**config.mk**
```make
export PLATFORM = sky130hd
export DESIGN_NAME = serial_cfg_loader
export DESIGN_NICKNAME = d
export VERILOG_FILES = /design/src/rtl/cfg_loader_pkg.sv /design/src/rtl/cfg_pattern_mem.sv /design/src/rtl/serial_cfg_loader.sv
export SDC_FILE = /design/constraint.sdc
export NUM_CORES = 1
export LEC_CHECK = 0
export CAP_MARGIN = 20
export CORE_ASPECT_RATIO = 1.75
export CORE_MARGIN = 8
export CORE_UTILIZATION = 40
export CTS_BUF_LIST = sky130_fd_sc_hd__clkbuf_4 sky130_fd_sc_hd__clkbuf_8 sky130_fd_sc_hd__clkbuf_16
export CTS_CLUSTER_DIAMETER = 150
export DETAILED_ROUTE_END_ITERATION = 16
export GPL_ROUTABILITY_DRIVEN = 0
export PLACE_DENSITY = 0.61
export SKIP_LAST_GASP = 1
export SYNTH_ARGS = -nofsm -noshare
export SYNTH_HDL_FRONTEND = slang
export SYNTH_SLANG_ARGS = --single-unit
```
**constraint.sdc**
```tcl
create_clock -name clk_in -period 4.05 [get_ports clk_in]
set_clock_uncertainty 0.15 [all_clocks]
set_input_delay 0.6075 -clock clk_in [delete_from_list [all_inputs] [get_ports clk_in]]
set_output_delay 0.6075 -clock clk_in [all_outputs]
set_load 0.02 [all_outputs]
```
**src/rtl/cfg_loader_pkg.sv**
```systemverilog
// Shared types and default sizing for the serial configuration loader.
package cfg_loader_pkg;

  localparam int DEF_NUM_CH   = 2;
  localparam int DEF_MAX_BITS = 512;
  localparam int DEF_WORD_W   = 16;
  localparam int DEF_DIV_W    = 8;

  typedef enum logic [1:0] {
    ST_IDLE  = 2'd0,
    ST_SHIFT = 2'd1,
    ST_SYNC  = 2'd2,
    ST_DONE  = 2'd3
  } state_e;

  // Index width that stays at least one bit for single-entry ranges.
  function automatic int idx_w(input int n);
    return (n > 1) ? $clog2(n) : 1;
  endfunction

endpackage

```
**src/rtl/cfg_pattern_mem.sv**
```systemverilog
// Per-channel pattern store: word-wide writes, single-bit combinational read.
module cfg_pattern_mem
  import cfg_loader_pkg::*;
#(
  parameter int NUM_CH   = DEF_NUM_CH,
  parameter int MAX_BITS = DEF_MAX_BITS,
  parameter int WORD_W   = DEF_WORD_W
) (
  input  logic                                clk_i,
  input  logic                                we_i,
  input  logic [idx_w(NUM_CH)-1:0]            wr_ch_i,
  input  logic [idx_w(MAX_BITS/WORD_W)-1:0]   wr_addr_i,
  input  logic [WORD_W-1:0]                   wr_data_i,
  input  logic [idx_w(MAX_BITS)-1:0]          rd_bit_i,
  output logic [NUM_CH-1:0]                   rd_data_o
);

  localparam int DEPTH  = MAX_BITS / WORD_W;
  localparam int ADDR_W = idx_w(DEPTH);
  localparam int SEL_W  = idx_w(WORD_W);
  localparam int CH_W   = idx_w(NUM_CH);

  // Bit index splits into word address (upper) and bit-in-word (lower); WORD_W is a power of two.
  logic [ADDR_W-1:0] rd_word;
  logic [SEL_W-1:0]  rd_sel;

  assign rd_word = rd_bit_i[SEL_W +: ADDR_W];
  assign rd_sel  = rd_bit_i[SEL_W-1:0];

  genvar gi;
  generate
    for (gi = 0; gi < NUM_CH; gi++) begin : g_ch
      logic [WORD_W-1:0] pat_mem [DEPTH];

      always_ff @(posedge clk_i) begin
        if (we_i && (wr_ch_i == CH_W'(gi))) begin
          pat_mem[wr_addr_i] <= wr_data_i;
        end
      end

      assign rd_data_o[gi] = pat_mem[rd_word][rd_sel];
    end
  endgenerate

endmodule

```
**src/rtl/serial_cfg_loader.sv**
```systemverilog
// Shifts stored per-channel bit patterns out on a shared divided serial clock,
// followed by an end-of-frame sync period.
module serial_cfg_loader
  import cfg_loader_pkg::*;
#(
  parameter int NUM_CH   = DEF_NUM_CH,
  parameter int MAX_BITS = DEF_MAX_BITS,
  parameter int WORD_W   = DEF_WORD_W,
  parameter int DIV_W    = DEF_DIV_W
) (
  input  logic                               clk_in,
  input  logic                               rst_n,
  input  logic                               wr_en,
  input  logic [idx_w(NUM_CH)-1:0]           wr_ch,
  input  logic [idx_w(MAX_BITS/WORD_W)-1:0]  wr_addr,
  input  logic [WORD_W-1:0]                  wr_data,
  input  logic [$clog2(MAX_BITS+1)-1:0]      frame_len,
  input  logic [DIV_W-1:0]                   clk_div,
  input  logic [NUM_CH-1:0]                  ch_mask,
  input  logic                               trig,
  input  logic                               dump,
  output logic                               sclk,
  output logic [NUM_CH-1:0]                  din,
  output logic                               syn,
  output logic [NUM_CH-1:0]                  out_en,
  output logic                               clk_out_en,
  output logic                               busy,
  output logic                               done,
  output logic                               aborted
);

  localparam int LEN_W = $clog2(MAX_BITS+1);
  localparam int BIT_W = idx_w(MAX_BITS);
  localparam int CNT_W = DIV_W + 1;
  localparam logic [LEN_W-1:0] MAX_LEN = LEN_W'(MAX_BITS);

  state_e              state_q, state_d;
  logic [BIT_W-1:0]    bit_q, bit_d;
  logic [CNT_W-1:0]    div_q, div_d;
  logic [LEN_W-1:0]    len_q, len_d;
  logic [DIV_W-1:0]    half_q, half_d;
  logic [NUM_CH-1:0]   mask_q, mask_d;
  logic                aborted_q, aborted_d;
  logic                trig_q;

  logic                trig_rise;
  logic                period_last;
  logic                last_bit;
  logic [NUM_CH-1:0]   pat_bits;

  cfg_pattern_mem #(
    .NUM_CH   (NUM_CH),
    .MAX_BITS (MAX_BITS),
    .WORD_W   (WORD_W)
  ) u_mem (
    .clk_i     (clk_in),
    .we_i      (wr_en & ~busy),
    .wr_ch_i   (wr_ch),
    .wr_addr_i (wr_addr),
    .wr_data_i (wr_data),
    .rd_bit_i  (bit_q),
    .rd_data_o (pat_bits)
  );

  assign trig_rise = trig & ~trig_q;
  // Divider runs 0..2H-1 per bit period; 2H-1 equals {clk_div, 1}.
  assign period_last = (div_q == {half_q, 1'b1});
  assign last_bit    = (LEN_W'(bit_q) == (len_q - LEN_W'(1)));

  always_ff @(posedge clk_in or negedge rst_n) begin
    if (!rst_n) begin
      state_q   <= ST_IDLE;
      bit_q     <= '0;
      div_q     <= '0;
      len_q     <= '0;
      half_q    <= '0;
      mask_q    <= '0;
      aborted_q <= 1'b0;
      trig_q    <= 1'b0;
    end else begin
      state_q   <= state_d;
      bit_q     <= bit_d;
      div_q     <= div_d;
      len_q     <= len_d;
      half_q    <= half_d;
      mask_q    <= mask_d;
      aborted_q <= aborted_d;
      trig_q    <= trig;
    end
  end

  always_comb begin
    state_d   = state_q;
    bit_d     = bit_q;
    div_d     = div_q;
    len_d     = len_q;
    half_d    = half_q;
    mask_d    = mask_q;
    aborted_d = 1'b0;

    case (state_q)
      ST_IDLE: begin
        if (trig_rise && !dump && (frame_len != '0)) begin
          state_d = ST_SHIFT;
          bit_d   = '0;
          div_d   = '0;
          len_d   = (frame_len > MAX_LEN) ? MAX_LEN : frame_len;
          half_d  = clk_div;
          mask_d  = ch_mask;
        end
      end
      ST_SHIFT: begin
        if (period_last) begin
          div_d = '0;
          if (last_bit) begin
            state_d = ST_SYNC;
            bit_d   = '0;
          end else begin
            bit_d = bit_q + 1'b1;
          end
        end else begin
          div_d = div_q + 1'b1;
        end
      end
      ST_SYNC: begin
        if (period_last) begin
          state_d = ST_DONE;
          div_d   = '0;
        end else begin
          div_d = div_q + 1'b1;
        end
      end
      ST_DONE: state_d = ST_IDLE;
      default: state_d = ST_IDLE;
    endcase

    // Abort overrides every other transition once a frame is under way.
    if (dump && (state_q != ST_IDLE)) begin
      state_d   = ST_IDLE;
      bit_d     = '0;
      div_d     = '0;
      aborted_d = 1'b1;
    end
  end

  assign busy       = (state_q != ST_IDLE);
  assign clk_out_en = (state_q == ST_SHIFT);
  assign sclk       = (state_q == ST_SHIFT) && (div_q > {1'b0, half_q});
  assign din        = (state_q == ST_SHIFT) ? (pat_bits & mask_q) : '0;
  assign syn        = (state_q == ST_SYNC);
  assign out_en     = ((state_q == ST_SHIFT) || (state_q == ST_SYNC)) ? mask_q : '0;
  assign done       = (state_q == ST_DONE);
  assign aborted    = aborted_q;

endmodule

```
==> impl_table.tex, run 1 <==
\begin{tabular}{lr}
\hline
Metric & Value \\
\hline
\multicolumn{2}{l}{\textbf{Run status}} \\
Result of the run & finished with violations \\
Violations in the final reports & setup timing \\
\multicolumn{2}{l}{\textbf{Synth}} \\
Post-synth EDFFs & 1024 \\
Count of synthesis-stage warnings from yosys & 0 \\
Proportion of register bits with asynchronous set or reset after synthesis & between 3 and 4\% \\
Cell taking the most area after synthesis & sky130\_fd\_sc\_hd\_\_edfxtp\_1 \\
Top area cells in the synthesized netlist & sky130\_fd\_sc\_hd\_\_edfxtp\_1 73\%, sky130\_fd\_sc\_hd\_\_mux4\_2 14\%, sky130\_fd\_sc\_hd\_\_dfrtp\_1 2.5\%, sky130\_fd\_sc\_hd\_\_nor2\_1 0.89\%, sky130\_fd\_sc\_hd\_\_nand2\_1 0.87\% \\
Number of distinct standard cells referenced by the synthesized netlist & 64 \\
Area of the mapped netlist & 42100 um\^{}2 \\
Post-synthesis net count & roughly 2100 \\
Fraction of synthesized cell area taken by the top area cell type & 73.0\% \\
Cell count after synthesis & 2037 \\
Synth Register Bits & around 1100 \\
Sequential share of the synthesized area & 75.5\% \\
Most frequent cell after synthesis & sky130\_fd\_sc\_hd\_\_edfxtp\_1 \\
Mean area per synthesized cell & 20.7 um\^{}2 \\
Commonest cells in the netlist & 1024 x sky130\_fd\_sc\_hd\_\_edfxtp\_1, 266 x sky130\_fd\_sc\_hd\_\_mux4\_2, 100 x sky130\_fd\_sc\_hd\_\_nor2\_1 \\
Ys flop type & sky130\_fd\_sc\_hd\_\_edfxtp\_1 \\
\multicolumn{2}{l}{\textbf{Clock network}} \\
Clk sinks & $\sim$1100 \\
Number of buffers created by CTS & 91 \\
TritonCTS clock tree & done \\
Worst-Skew Late Latency & 670 ps \\
Clock H-tree levels & 3 \\
Clock tree root buffer cell & sky130\_fd\_sc\_hd\_\_clkbuf\_16 \\
Buffers from clock root to sink, at most & 3 \\
Clock-pin transition on the worst setup and hold timing paths & 70 ps \\
\multicolumn{2}{l}{\textbf{Drt}} \\
Average wire per cell in the routed design & around 30 um \\
Count of routing violations after the opening detailed-route iteration & $\sim$2300 \\
DRT Pass-1 Iters & 6 \\
Residual antenna-violating net count after detailed routing & 0 \\
Via count & approximately 22000 \\
Post-detailed-routing wire length & $\sim$120000 um \\
Vias/cell & 5.80 \\
DRC & 0 \\
\multicolumn{2}{l}{\textbf{Finish}} \\
Filler Cells Inserted & 8628 \\
Number of nets in the finished design & 2403 \\
Utilization after layout & 47.3\% \\
Post-route non-filler standard cell count & roughly 3800 \\
Layout Area Growth over Synthesis & 17.5\% \\
Fraction of final layout cells sized beyond drive strength 1 & 31.2\% \\
\multicolumn{2}{l}{\textbf{STA}} \\
Worst setup slack after layout & -508 ps \\
Part of the cycle the worst path needs & 113\% \\
Final setup violation count & 2 \\
Setup\_tns & -934 ps \\
Min Clock Period, post-route & 4560 ps \\
RSZ-0062 raised after global routing & true \\
Worst relative slew slack & 26.7\% \\
Worst-Margin Slew & 1100 ps \\
Pins over their slew limit & 0 \\
Hold violation total from the final report & 0 \\
FMAX & between 200 and 250 MHz \\
\multicolumn{2}{l}{\textbf{Placed design}} \\
Placed instance count & 3569 \\
HPWL after DPL & 75400 um \\
Placement Setup Slack & -300 ps \\
Port bufs & 56 \\
\multicolumn{2}{l}{\textbf{Die}} \\
X dimension of the die & $\sim$260 um \\
Initial cell density of the core & 40.3\% \\
Number of standard-cell rows in the floorplan & 157 \\
Core Box Area & 105000 um\^{}2 \\
Die area & between 100000 and 150000 um\^{}2 \\
Top-Level Pins & 57 \\
Chip Height & 445 um \\
\multicolumn{2}{l}{\textbf{Worst setup path}} \\
Maximum net fanout on the critical path & 6 \\
Endpoint of the worst-slack reg-to-reg timing path & state\_q[1] \\
Category of the worst setup path launch point & register \\
Data required time at the worst endpoint & between 3000 and 4000 ps \\
Start-to-end type of the worst setup path & register to primary output \\
Type of element capturing the critical path & primary output \\
Arrival @ worst endpoint & 3800 ps \\
Register-to-register setup slack & between 700 and 800 ps \\
Worst R2R Path Depth & 9 \\
Critical register-to-register path startpoint & bit\_q[5] \\
\multicolumn{2}{l}{\textbf{GRT}} \\
Vias in the first global route & roughly 23000 \\
Global router's overall resource usage & 19.7\% \\
Wire length of the first global-routing pass & 163000 um \\
Number of antenna violations at the first check in global routing & 2 \\
Congestion Overflow GR & 0 \\
Largest net degree at the start of global routing & 65 \\
\multicolumn{2}{l}{\textbf{Power}} \\
Max IR drop VDD & 299 uV \\
Areal power density over the cells & 469 nW/um\^{}2 \\
Total power consumption of the routed design & 23.2 mW \\
Static leakage & 15.8 nW \\
\multicolumn{2}{l}{\textbf{Run}} \\
Max-cap check violation count & 0 \\
\multicolumn{2}{l}{\textbf{Min path}} \\
Type of the worst min-delay path & input port to asynchronous set/reset pin \\
\hline
\end{tabular}
[kinds of logic after synthesis]
family / count (synthesis) / synth area share, %
flops: 1066 / 75.5
simple gates: 321 / 3.55
mux: 310 / 15.6
compound gates: 177 / 2.82
buf+inv: 129 / 1.66
xor+xnor: 19 / 0.395
fa+ha+maj: 15 / 0.446
[worst max-delay path by stage]
stage,from,endpoint,slack (ps),cells after the start
after floorplan,bit_q[5],din[1],530,12
after global placement,bit_q[4],din[1],-290,12
after detailed placement,bit_q[4],din[1],-300,12
after CTS,bit_q[4],din[1],-490,12
after global routing,bit_q[4],din[1],-590,14
final,bit_q[4],din[1],-510,12
[layout by cell type (no fill, tap or decap), types with 7 or more instances in the layout]
cell	instances
sky130_fd_sc_hd__a211oi_1	8
sky130_fd_sc_hd__edfxtp_1	1024
sky130_fd_sc_hd__inv_1	23
sky130_fd_sc_hd__and3_1	13
sky130_fd_sc_hd__nor2b_1	9
sky130_fd_sc_hd__mux2_2	14
sky130_fd_sc_hd__or3_1	8
sky130_fd_sc_hd__buf_4	206
sky130_fd_sc_hd__buf_12	36
sky130_fd_sc_hd__mux2i_1	22
sky130_fd_sc_hd__xor2_1	8
sky130_fd_sc_hd__nand2b_1	12
sky130_fd_sc_hd__o21ai_0	40
sky130_fd_sc_hd__clkbuf_4	15
sky130_fd_sc_hd__nor2_1	98
sky130_fd_sc_hd__a31oi_1	11
sky130_fd_sc_hd__a21oi_1	27
sky130_fd_sc_hd__clkinv_2	16
sky130_fd_sc_hd__nand2_1	95
sky130_fd_sc_hd__buf_2	17
sky130_fd_sc_hd__bufinv_16	10
sky130_fd_sc_hd__xnor2_1	11
sky130_fd_sc_hd__clkinv_1	19
sky130_fd_sc_hd__nor3_1	17
sky130_fd_sc_hd__nand3_1	25
sky130_fd_sc_hd__mux4_2	271
sky130_fd_sc_hd__a22oi_1	18
sky130_fd_sc_hd__buf_6	7
sky130_fd_sc_hd__ha_1	15
sky130_fd_sc_hd__clkdlybuf4s50_1	36
sky130_fd_sc_hd__dfrtp_1	38
sky130_fd_sc_hd__clkbuf_16	95
sky130_fd_sc_hd__o22ai_1	15
[power breakdown]
part           internal, mW  switching [mW]
Sequential             12.3           0.202
Combinational         0.674            1.12
Clock                  5.03            3.93
[worst max-delay path, stage by stage (launching register included)]
cell	delay, ps
sky130_fd_sc_hd__dfrtp_4	520
sky130_fd_sc_hd__buf_12	160
sky130_fd_sc_hd__buf_8	140
sky130_fd_sc_hd__buf_12	150
sky130_fd_sc_hd__buf_12	120
sky130_fd_sc_hd__mux4_2	400
sky130_fd_sc_hd__mux4_2	480
sky130_fd_sc_hd__nand2_2	100
sky130_fd_sc_hd__a21oi_2	60
sky130_fd_sc_hd__or4_4	500
sky130_fd_sc_hd__nor4_4	240
sky130_fd_sc_hd__nor3_4	110
sky130_fd_sc_hd__buf_6	150
[through the flow]
| step | instance area [um^2] | hold slack, ps |
|---|---|---|
| 6_report | 49500 | 142 |
| 5_1_grt | 49500 | 120 |
| 3_3_place_gp | 45700 | 354 |
| 3_5_place_dp | 45700 | 380 |
| 4_1_cts | 49300 | 220 |
| 2_1_floorplan | 42100 | 162 |
[cell type report]
class / count / area [um^2] / area share, %
Sequential cell: 1066 / 31800 / 64.3
Multi-Input combinational cell: 842 / 9730 / 19.7
Antenna cell: 2 / 5.00 / 0.0101
Inverter: 25 / 93.8 / 0.190
Timing Repair Buffer: 315 / 3110 / 6.29
Clock buffer: 110 / 2490 / 5.03
Clock inverter: 57 / 552 / 1.12
Tap cell: 1351 / 1690 / 3.42
[flip-flops by register name, summed over array words and instances (netlist names)]
signal and flops:
div_q 9, bit_q 9, len_q 10, state_q 2
half_q 8, trig_q 1, mask_q 2, u_mem.g_ch.pat_mem 1024
aborted 1
[layer usage]
layer	vias to the layer above	share of wire, %	GRT usage, %
li1	9048	-	-
met1	11634	34	21.7
met2	906	53	35.4
met3	264	5.7	2.93
met4	0	7.2	12.5
met5	-	0	0
[repair_timing]
action	4_1_cts	5_1_grt
hold buffers	1	0
pin swaps	11	1
resized for setup	56	8
hold endpoints to repair	42	0
setup buffers	17	0
setup endpoints to repair	2	3
cloned	6	0
No activity file was read; power rests on OpenSTA's default activity.
==> inputs of run 2 (changes only) <==
- CTS_BUF_LIST: sky130_fd_sc_hd__clkbuf_4 sky130_fd_sc_hd__clkbuf_8 sky130_fd_sc_hd__clkbuf_16 -> not set
==> run 2 against run 1 <==
Effect of this change: the flow still finishes with violations (setup timing); critical path depth did not move; count of clock-buffer cells in the layout unchanged; core utilization is 0.054 points lower; maximum frequency hardly changed; via count fell by 0.86%; first-iteration DRC count fell by 2.6%; worst setup slack is essentially flat.
==> impl_table.tex, run 2 (same netlist as run 1, synthesis figures left out) <==
\begin{tabular}{lr}
\hline
Metric & Value \\
\hline
\multicolumn{2}{l}{\textbf{STA}} \\
Min Clock Period, post-route & 4560 ps \\
Final setup violation count & 2 \\
FMAX & roughly 220 MHz \\
Pins over their slew limit & 0 \\
RSZ-0062 raised after global routing & true \\
Hold violation total from the final report & 0 \\
Setup\_tns & -938 ps \\
Part of the cycle the worst path needs & 113\% \\
Worst-case hold slack & 141 ps \\
Worst-Margin Slew & 1100 ps \\
Worst setup slack after layout & -508 ps \\
Worst relative slew slack & 26.8\% \\
\multicolumn{2}{l}{\textbf{Worst setup path}} \\
Arrival @ worst endpoint & 3800 ps \\
Start-to-end type of the worst setup path & register to primary output \\
Type of element capturing the critical path & primary output \\
Maximum net fanout on the critical path & 6 \\
Category of the worst setup path launch point & register \\
Data required time at the worst endpoint & between 3000 and 4000 ps \\
\multicolumn{2}{l}{\textbf{Placed design}} \\
Placement Setup Slack & -300 ps \\
HPWL after DPL & around 75000 um \\
Port bufs & 56 \\
\multicolumn{2}{l}{\textbf{Run status}} \\
Result of the run & finished with violations \\
Violations in the final reports & setup timing \\
\multicolumn{2}{l}{\textbf{GRT}} \\
Vias in the first global route & 22789 \\
Congestion Overflow GR & 0 \\
Global router's overall resource usage & 19.7\% \\
Wire length of the first global-routing pass & around 160000 um \\
Number of antenna violations at the first check in global routing & 2 \\
Largest net degree at the start of global routing & 65 \\
\multicolumn{2}{l}{\textbf{Clock network}} \\
Clock tree root buffer cell & sky130\_fd\_sc\_hd\_\_clkbuf\_16 \\
Buffers from clock root to sink, at most & 3 \\
Number of buffers created by CTS & 91 \\
Clock H-tree levels & 3 \\
Clk sinks & 1066 \\
TritonCTS clock tree & done \\
Worst-Skew Late Latency & approximately 670 ps \\
Clock-pin transition on the worst setup and hold timing paths & 70 ps \\
\multicolumn{2}{l}{\textbf{Die}} \\
Die area & 116000 um\^{}2 \\
Top-Level Pins & 57 \\
Number of standard-cell rows in the floorplan & 157 \\
Core Box Area & 105000 um\^{}2 \\
Initial cell density of the core & between 40\% and 50\% \\
Chip Height & 445 um \\
X dimension of the die & roughly 260 um \\
\multicolumn{2}{l}{\textbf{Power}} \\
Max IR drop VDD & 297 uV \\
Switching power & 5.24 mW \\
Total power consumption of the routed design & approximately 23 mW \\
Internal power contribution & 17.9 mW \\
Areal power density over the cells & roughly 470 nW/um\^{}2 \\
Static leakage & 15.7 nW \\
Clock share of power & 38.3\% \\
Portion of total power attributed to sequential cells & 53.9\% \\
Sw Share & between 20\% and 30\% \\
Relative contribution of combinational cells to total power & 7.8\% \\
\multicolumn{2}{l}{\textbf{Drt}} \\
Average wire per cell in the routed design & just over 30 um \\
DRC & 0 \\
Residual antenna-violating net count after detailed routing & 0 \\
Vias/cell & 5.75 \\
Count of routing violations after the opening detailed-route iteration & 2224 \\
Via count & 21664 \\
Post-detailed-routing wire length & 115000 um \\
DRT Pass-1 Iters & 6 \\
\multicolumn{2}{l}{\textbf{Finish}} \\
Fraction of final layout cells sized beyond drive strength 1 & 30.6\% \\
Layout Area Growth over Synthesis & 17.4\% \\
Register with the most flip-flops & u\_mem.g\_ch.pat\_mem \\
Largest registers in the final layout & u\_mem.g\_ch.pat\_mem (1024), len\_q (10) \\
Filler Cells Inserted & 8635 \\
Commonest non-fill, non-tap cell in the layout & sky130\_fd\_sc\_hd\_\_edfxtp\_1 \\
Number of nets in the finished design & 2403 \\
Highest-count cells in the layout ignoring fill and taps & 1024 x sky130\_fd\_sc\_hd\_\_edfxtp\_1, 271 x sky130\_fd\_sc\_hd\_\_mux4\_2, 206 x sky130\_fd\_sc\_hd\_\_buf\_4 \\
Max reg flops & 1024 \\
\multicolumn{2}{l}{\textbf{Min path}} \\
Type of the worst min-delay path & input port to asynchronous set/reset pin \\
\multicolumn{2}{l}{\textbf{Run}} \\
Max-cap check violation count & 0 \\
\hline
\end{tabular}
-- run 2: cell types whose count changed in the layout (fill, tap and decap cells not counted) --
cell / before / now
sky130_fd_sc_hd__clkbuf_1: 0 / 15
sky130_fd_sc_hd__clkbuf_4: 15 / 0
-- run 2: final timing paths --
| kind | from | endpoint | slack, ps | cells past startpoint |
|---|---|---|---|---|
| setup / recovery | bit_q[4] | din[1] | -510 | 12 |
| hold reg to reg | len_q[9] | len_q[9] | 410 | 1 |
| min in group clk_in | wr_data[0] | u_mem.g_ch[1].pat_mem[24][0] | 140 | 1 |
| hold / removal | rst_n | len_q[4] | 140 | 2 |
| max in group asynchronous | rst_n | bit_q[4] | 3140 | 3 |
| setup reg to reg | bit_q[5] | state_q[1] | 750 | 9 |
-- run 2: timing repair --
action                                  4_1_cts  5_1_grt
pin swaps                                    13        1
hold endpoints to repair                     42        0
resized for setup                            57        7
endpoints found under the setup margin        2        3
hold buffers                                  1        0
cloned                                        6        0
setup buffers                                17        0
-- run 2: stage by stage --
stage | util [%] | std cells | cell area, um^2
floorplan | - | 2037 | 42100
global placement | 43.8 | 3569 | 45700
detailed placement | 43.8 | 3569 | 45700
CTS | 47.1 | 3758 | 49200
global route | 47.3 | 3766 | 49400
finish | 47.3 | 3768 | 49400
-- run 2: power by group through the flow --
stage | Sequential, mW | Clock [mW] | Combinational (mW)
final | 12.5 | 8.85 | 1.79
after global routing | 12.5 | 9.37 | 1.93
after CTS | 12.5 | 9.01 | 1.76
after detailed placement | 12.7 | 0 | 1.72
after global placement | 12.7 | 0 | 1.65
after floorplan | 12.6 | 0 | 1.01
-- run 2: routing by layer --
layer | global-route usage (%) | up-vias | share of wire [%]
met1 | 21.7 | 11561 | 35
met2 | 35.4 | 813 | 53
li1 | - | 9044 | -
met4 | 12.4 | 0 | 7.0
met5 | 0 | - | 0
met3 | 2.93 | 246 | 5.3
-- run 2: critical path, stage by stage, from the launching register on --
cell and delay (ps):
sky130_fd_sc_hd__dfrtp_4 460, sky130_fd_sc_hd__buf_12 140, sky130_fd_sc_hd__buf_8 130, sky130_fd_sc_hd__buf_12 150
sky130_fd_sc_hd__bufbuf_16 280, sky130_fd_sc_hd__mux4_2 600, sky130_fd_sc_hd__o32ai_1 290, sky130_fd_sc_hd__o21ai_0 160
sky130_fd_sc_hd__a31oi_1 220, sky130_fd_sc_hd__a311oi_2 100, sky130_fd_sc_hd__nor4_4 320, sky130_fd_sc_hd__nor3_4 100
sky130_fd_sc_hd__buf_6 150
-- run 2: final cells by class --
cell class | instances | area, um^2 | area share [%]
Clock buffer | 110 | 2430 | 4.92
Tap cell | 1351 | 1690 | 3.42
Clock inverter | 57 | 552 | 1.12
Timing Repair Buffer | 315 | 3110 | 6.30
Multi-Input combinational cell | 842 | 9730 | 19.7
Antenna cell | 2 | 5.00 | 0.0101
Inverter | 25 | 93.8 | 0.190
Sequential cell | 1066 | 31800 | 64.4
==> inputs of run 3 (changes only) <==
- PLACE_DENSITY: 0.61 -> 0.63
==> run 3 against run 2 <==
Effect of this change: the flow still finishes with violations (setup timing); largest cell class unchanged; highest routed layer is now met5; first-iteration DRC count is 0.81% lower; clock power up 3.2%; largest power group unchanged; worst setup slack lost 37 ps; register-to-register slack worse by 30 ps; maximum frequency fell by 0.82%; global-route usage grew 0.12 points; core utilization rose by 0.27 points; sequential power is essentially flat; worst hold slack got worse by 4.8 ps; power is 1.4% higher.
==> impl_table.tex, run 3 (same netlist as run 1, synthesis figures left out) <==
\begin{tabular}{lr}
\hline
Metric & Value \\
\hline
\multicolumn{2}{l}{\textbf{Min path}} \\
Type of the worst min-delay path & input port to asynchronous set/reset pin \\
\multicolumn{2}{l}{\textbf{GRT}} \\
Largest net degree at the start of global routing & between 60 and 70 \\
Global router's overall resource usage & 19.8\% \\
Congestion Overflow GR & 0 \\
Wire length of the first global-routing pass & $\sim$160000 um \\
Number of antenna violations at the first check in global routing & 5 \\
Vias in the first global route & 22895 \\
\multicolumn{2}{l}{\textbf{Drt}} \\
Met2 wirelength from detailed routing & 60700 um \\
Residual antenna-violating net count after detailed routing & 0 \\
WL met1 & 39900 um \\
Highest routed metal layer & met5 \\
DRT Pass-1 Iters & 5 \\
Via count & 21949 \\
Count of routing violations after the opening detailed-route iteration & 2206 \\
Routed met3 length & 6710 um \\
Vias/cell & about 5.8 \\
Post-detailed-routing wire length & 116000 um \\
DRC & 0 \\
Average wire per cell in the routed design & 30.5 um \\
\multicolumn{2}{l}{\textbf{STA}} \\
Pins over their slew limit & 0 \\
Min Clock Period, post-route & 4600 ps \\
Hold violation total from the final report & 0 \\
RSZ-0062 raised after global routing & true \\
Worst relative slew slack & 26.4\% \\
FMAX & 218 MHz \\
Final setup violation count & 2 \\
Part of the cycle the worst path needs & 113\% \\
Worst setup slack after layout & -545 ps \\
Worst-Margin Slew & 1100 ps \\
\multicolumn{2}{l}{\textbf{Clock network}} \\
Buffers from clock root to sink, at most & 3 \\
Number of buffers created by CTS & between 90 and 100 \\
Clock-pin transition on the worst setup and hold timing paths & 70 ps \\
Clock tree root buffer cell & sky130\_fd\_sc\_hd\_\_clkbuf\_16 \\
Clk sinks & $\sim$1100 \\
Worst-Skew Late Latency & 680 ps \\
Clock H-tree levels & 3 \\
TritonCTS clock tree & done \\
\multicolumn{2}{l}{\textbf{Worst setup path}} \\
Source of the critical timing path & bit\_q[4] \\
Cells along the critical path & buf\_12, buf\_4, mux4\_1, mux4\_2, nand2\_2, a21oi\_1, or4\_1, nor4\_4, nor3\_4, buf\_4, buf\_6 \\
Worst R2R Path Depth & 8 \\
Type of element capturing the critical path & primary output \\
Critical register-to-register path startpoint & len\_q[2] \\
Category of the worst setup path launch point & register \\
CP max stage delay & roughly 530 ps \\
Endpoint of the worst-slack reg-to-reg timing path & state\_q[1] \\
Destination of the critical timing path & din[1] \\
Most numerous cell on the critical path & sky130\_fd\_sc\_hd\_\_buf\_4 \\
Arrival @ worst endpoint & around 3800 ps \\
Register-to-register setup slack & about 720 ps \\
Worst path slowest cell & sky130\_fd\_sc\_hd\_\_mux4\_1 \\
Maximum net fanout on the critical path & 9 \\
Data required time at the worst endpoint & roughly 3300 ps \\
Start-to-end type of the worst setup path & register to primary output \\
\multicolumn{2}{l}{\textbf{Power}} \\
Clock share of power & 39.0\% \\
Internal power contribution & 18.1 mW \\
Areal power density over the cells & 471 nW/um\^{}2 \\
Max IR drop VDD & 297 uV \\
Static leakage & approximately 16 nW \\
Sw Share & 22.7\% \\
Switching power & between 5 and 6 mW \\
Total power consumption of the routed design & 23.4 mW \\
Relative contribution of combinational cells to total power & 7.8\% \\
Portion of total power attributed to sequential cells & 53.2\% \\
\multicolumn{2}{l}{\textbf{Finish}} \\
Fraction of final layout cells sized beyond drive strength 1 & 31.0\% \\
Highest-count cells in the layout ignoring fill and taps & 1024 x sky130\_fd\_sc\_hd\_\_edfxtp\_1, 266 x sky130\_fd\_sc\_hd\_\_mux4\_2, 228 x sky130\_fd\_sc\_hd\_\_buf\_4 \\
Commonest non-fill, non-tap cell in the layout & sky130\_fd\_sc\_hd\_\_edfxtp\_1 \\
Largest registers in the final layout & u\_mem.g\_ch.pat\_mem (1024), len\_q (10) \\
Filler Cells Inserted & 8525 \\
Utilization after layout & 47.6\% \\
Max reg flops & 1024 \\
Layout Area Growth over Synthesis & 18.1\% \\
Number of nets in the finished design & $\sim$2400 \\
Post-route non-filler standard cell count & 3791 \\
Register with the most flip-flops & u\_mem.g\_ch.pat\_mem \\
\multicolumn{2}{l}{\textbf{Die}} \\
Top-Level Pins & 57 \\
Number of standard-cell rows in the floorplan & 157 \\
Chip Height & 445 um \\
Core Box Area & 105000 um\^{}2 \\
Die area & 116000 um\^{}2 \\
Initial cell density of the core & about 40\% \\
X dimension of the die & 261 um \\
\multicolumn{2}{l}{\textbf{Run}} \\
Max-cap check violation count & 0 \\
\multicolumn{2}{l}{\textbf{Placed design}} \\
Placed instance count & 3596 \\
Placement Setup Slack & -649 ps \\
Port bufs & 56 \\
HPWL after DPL & 76800 um \\
\multicolumn{2}{l}{\textbf{Run status}} \\
Violations in the final reports & setup timing \\
Result of the run & finished with violations \\
\hline
\end{tabular}
## run 3: worst max-delay path, delay by kind of cell, from the launching register on
| family | cells | cell delay (ps) |
|---|---|---|
| buffers and inverters | 4 | 620 |
| DFF | 1 | 510 |
| AOI/OAI and AO/OA | 1 | 80 |
| muxes | 2 | 1010 |
| and+or+nand+nor | 4 | 940 |
## run 3: layout make-up
class                           count  area, um^2  share of cell area (%)
Antenna cell                        1        2.50                 0.00503
Clock inverter                     57         642                    1.29
Timing Repair Buffer              336        3270                    6.57
Clock buffer                      113        2450                    4.94
Sequential cell                  1066       31800                    64.0
Tap cell                         1351        1690                    3.40
Multi-Input combinational cell    842        9740                    19.6
Inverter                           25        93.8                   0.189
## run 3: stage by stage
step	setup TNS, ps	area [um^2]	hold slack [ps]
3_5_place_dp	-1050	46000	361
5_1_grt	-1220	49700	156
2_1_floorplan	0	42100	162
4_1_cts	-1010	49600	166
6_report	-1030	49700	137
3_3_place_gp	-1100	46000	358
## run 3: worst min-delay path by stage
stage / from / to / slack (ps) / cells past startpoint
final: rst_n / len_q[5] / 140 / 2
after global routing: rst_n / len_q[5] / 160 / 2
after CTS: wr_data[6] / u_mem.g_ch[1].pat_mem[4][6] / 170 / 1
after detailed placement: len_q[7] / len_q[7] / 360 / 2
after global placement: len_q[7] / len_q[7] / 360 / 2
after floorplan: rst_n / aborted / 160 / 0
## run 3: per-layer routing
metal,GRT usage (%),vias to the layer above
met2,35.1,936
li1,-,9087
met1,22.0,11664
met4,12.7,6
met3,3.22,256
met5,0,-
## run 3: power groups by stage
stage / registers (mW) / logic [mW] / clock network (mW)
floorplan: 12.6 / 1.01 / 0
global placement: 12.7 / 1.69 / 0
detailed placement: 12.7 / 1.76 / 0
CTS: 12.5 / 1.81 / 9.28
global route: 12.5 / 1.98 / 9.65
finish: 12.5 / 1.83 / 9.13
## run 3: timing repair
action / 4_1_cts / 5_1_grt
setup endpoints to repair: 2 / 3
pin swaps: 12 / 1
hold buffers: 1 / 0
buffers inserted: 13 / 1
endpoints found under the hold margin: 42 / 0
gates cloned: 5 / 0
resized for setup: 51 / 3
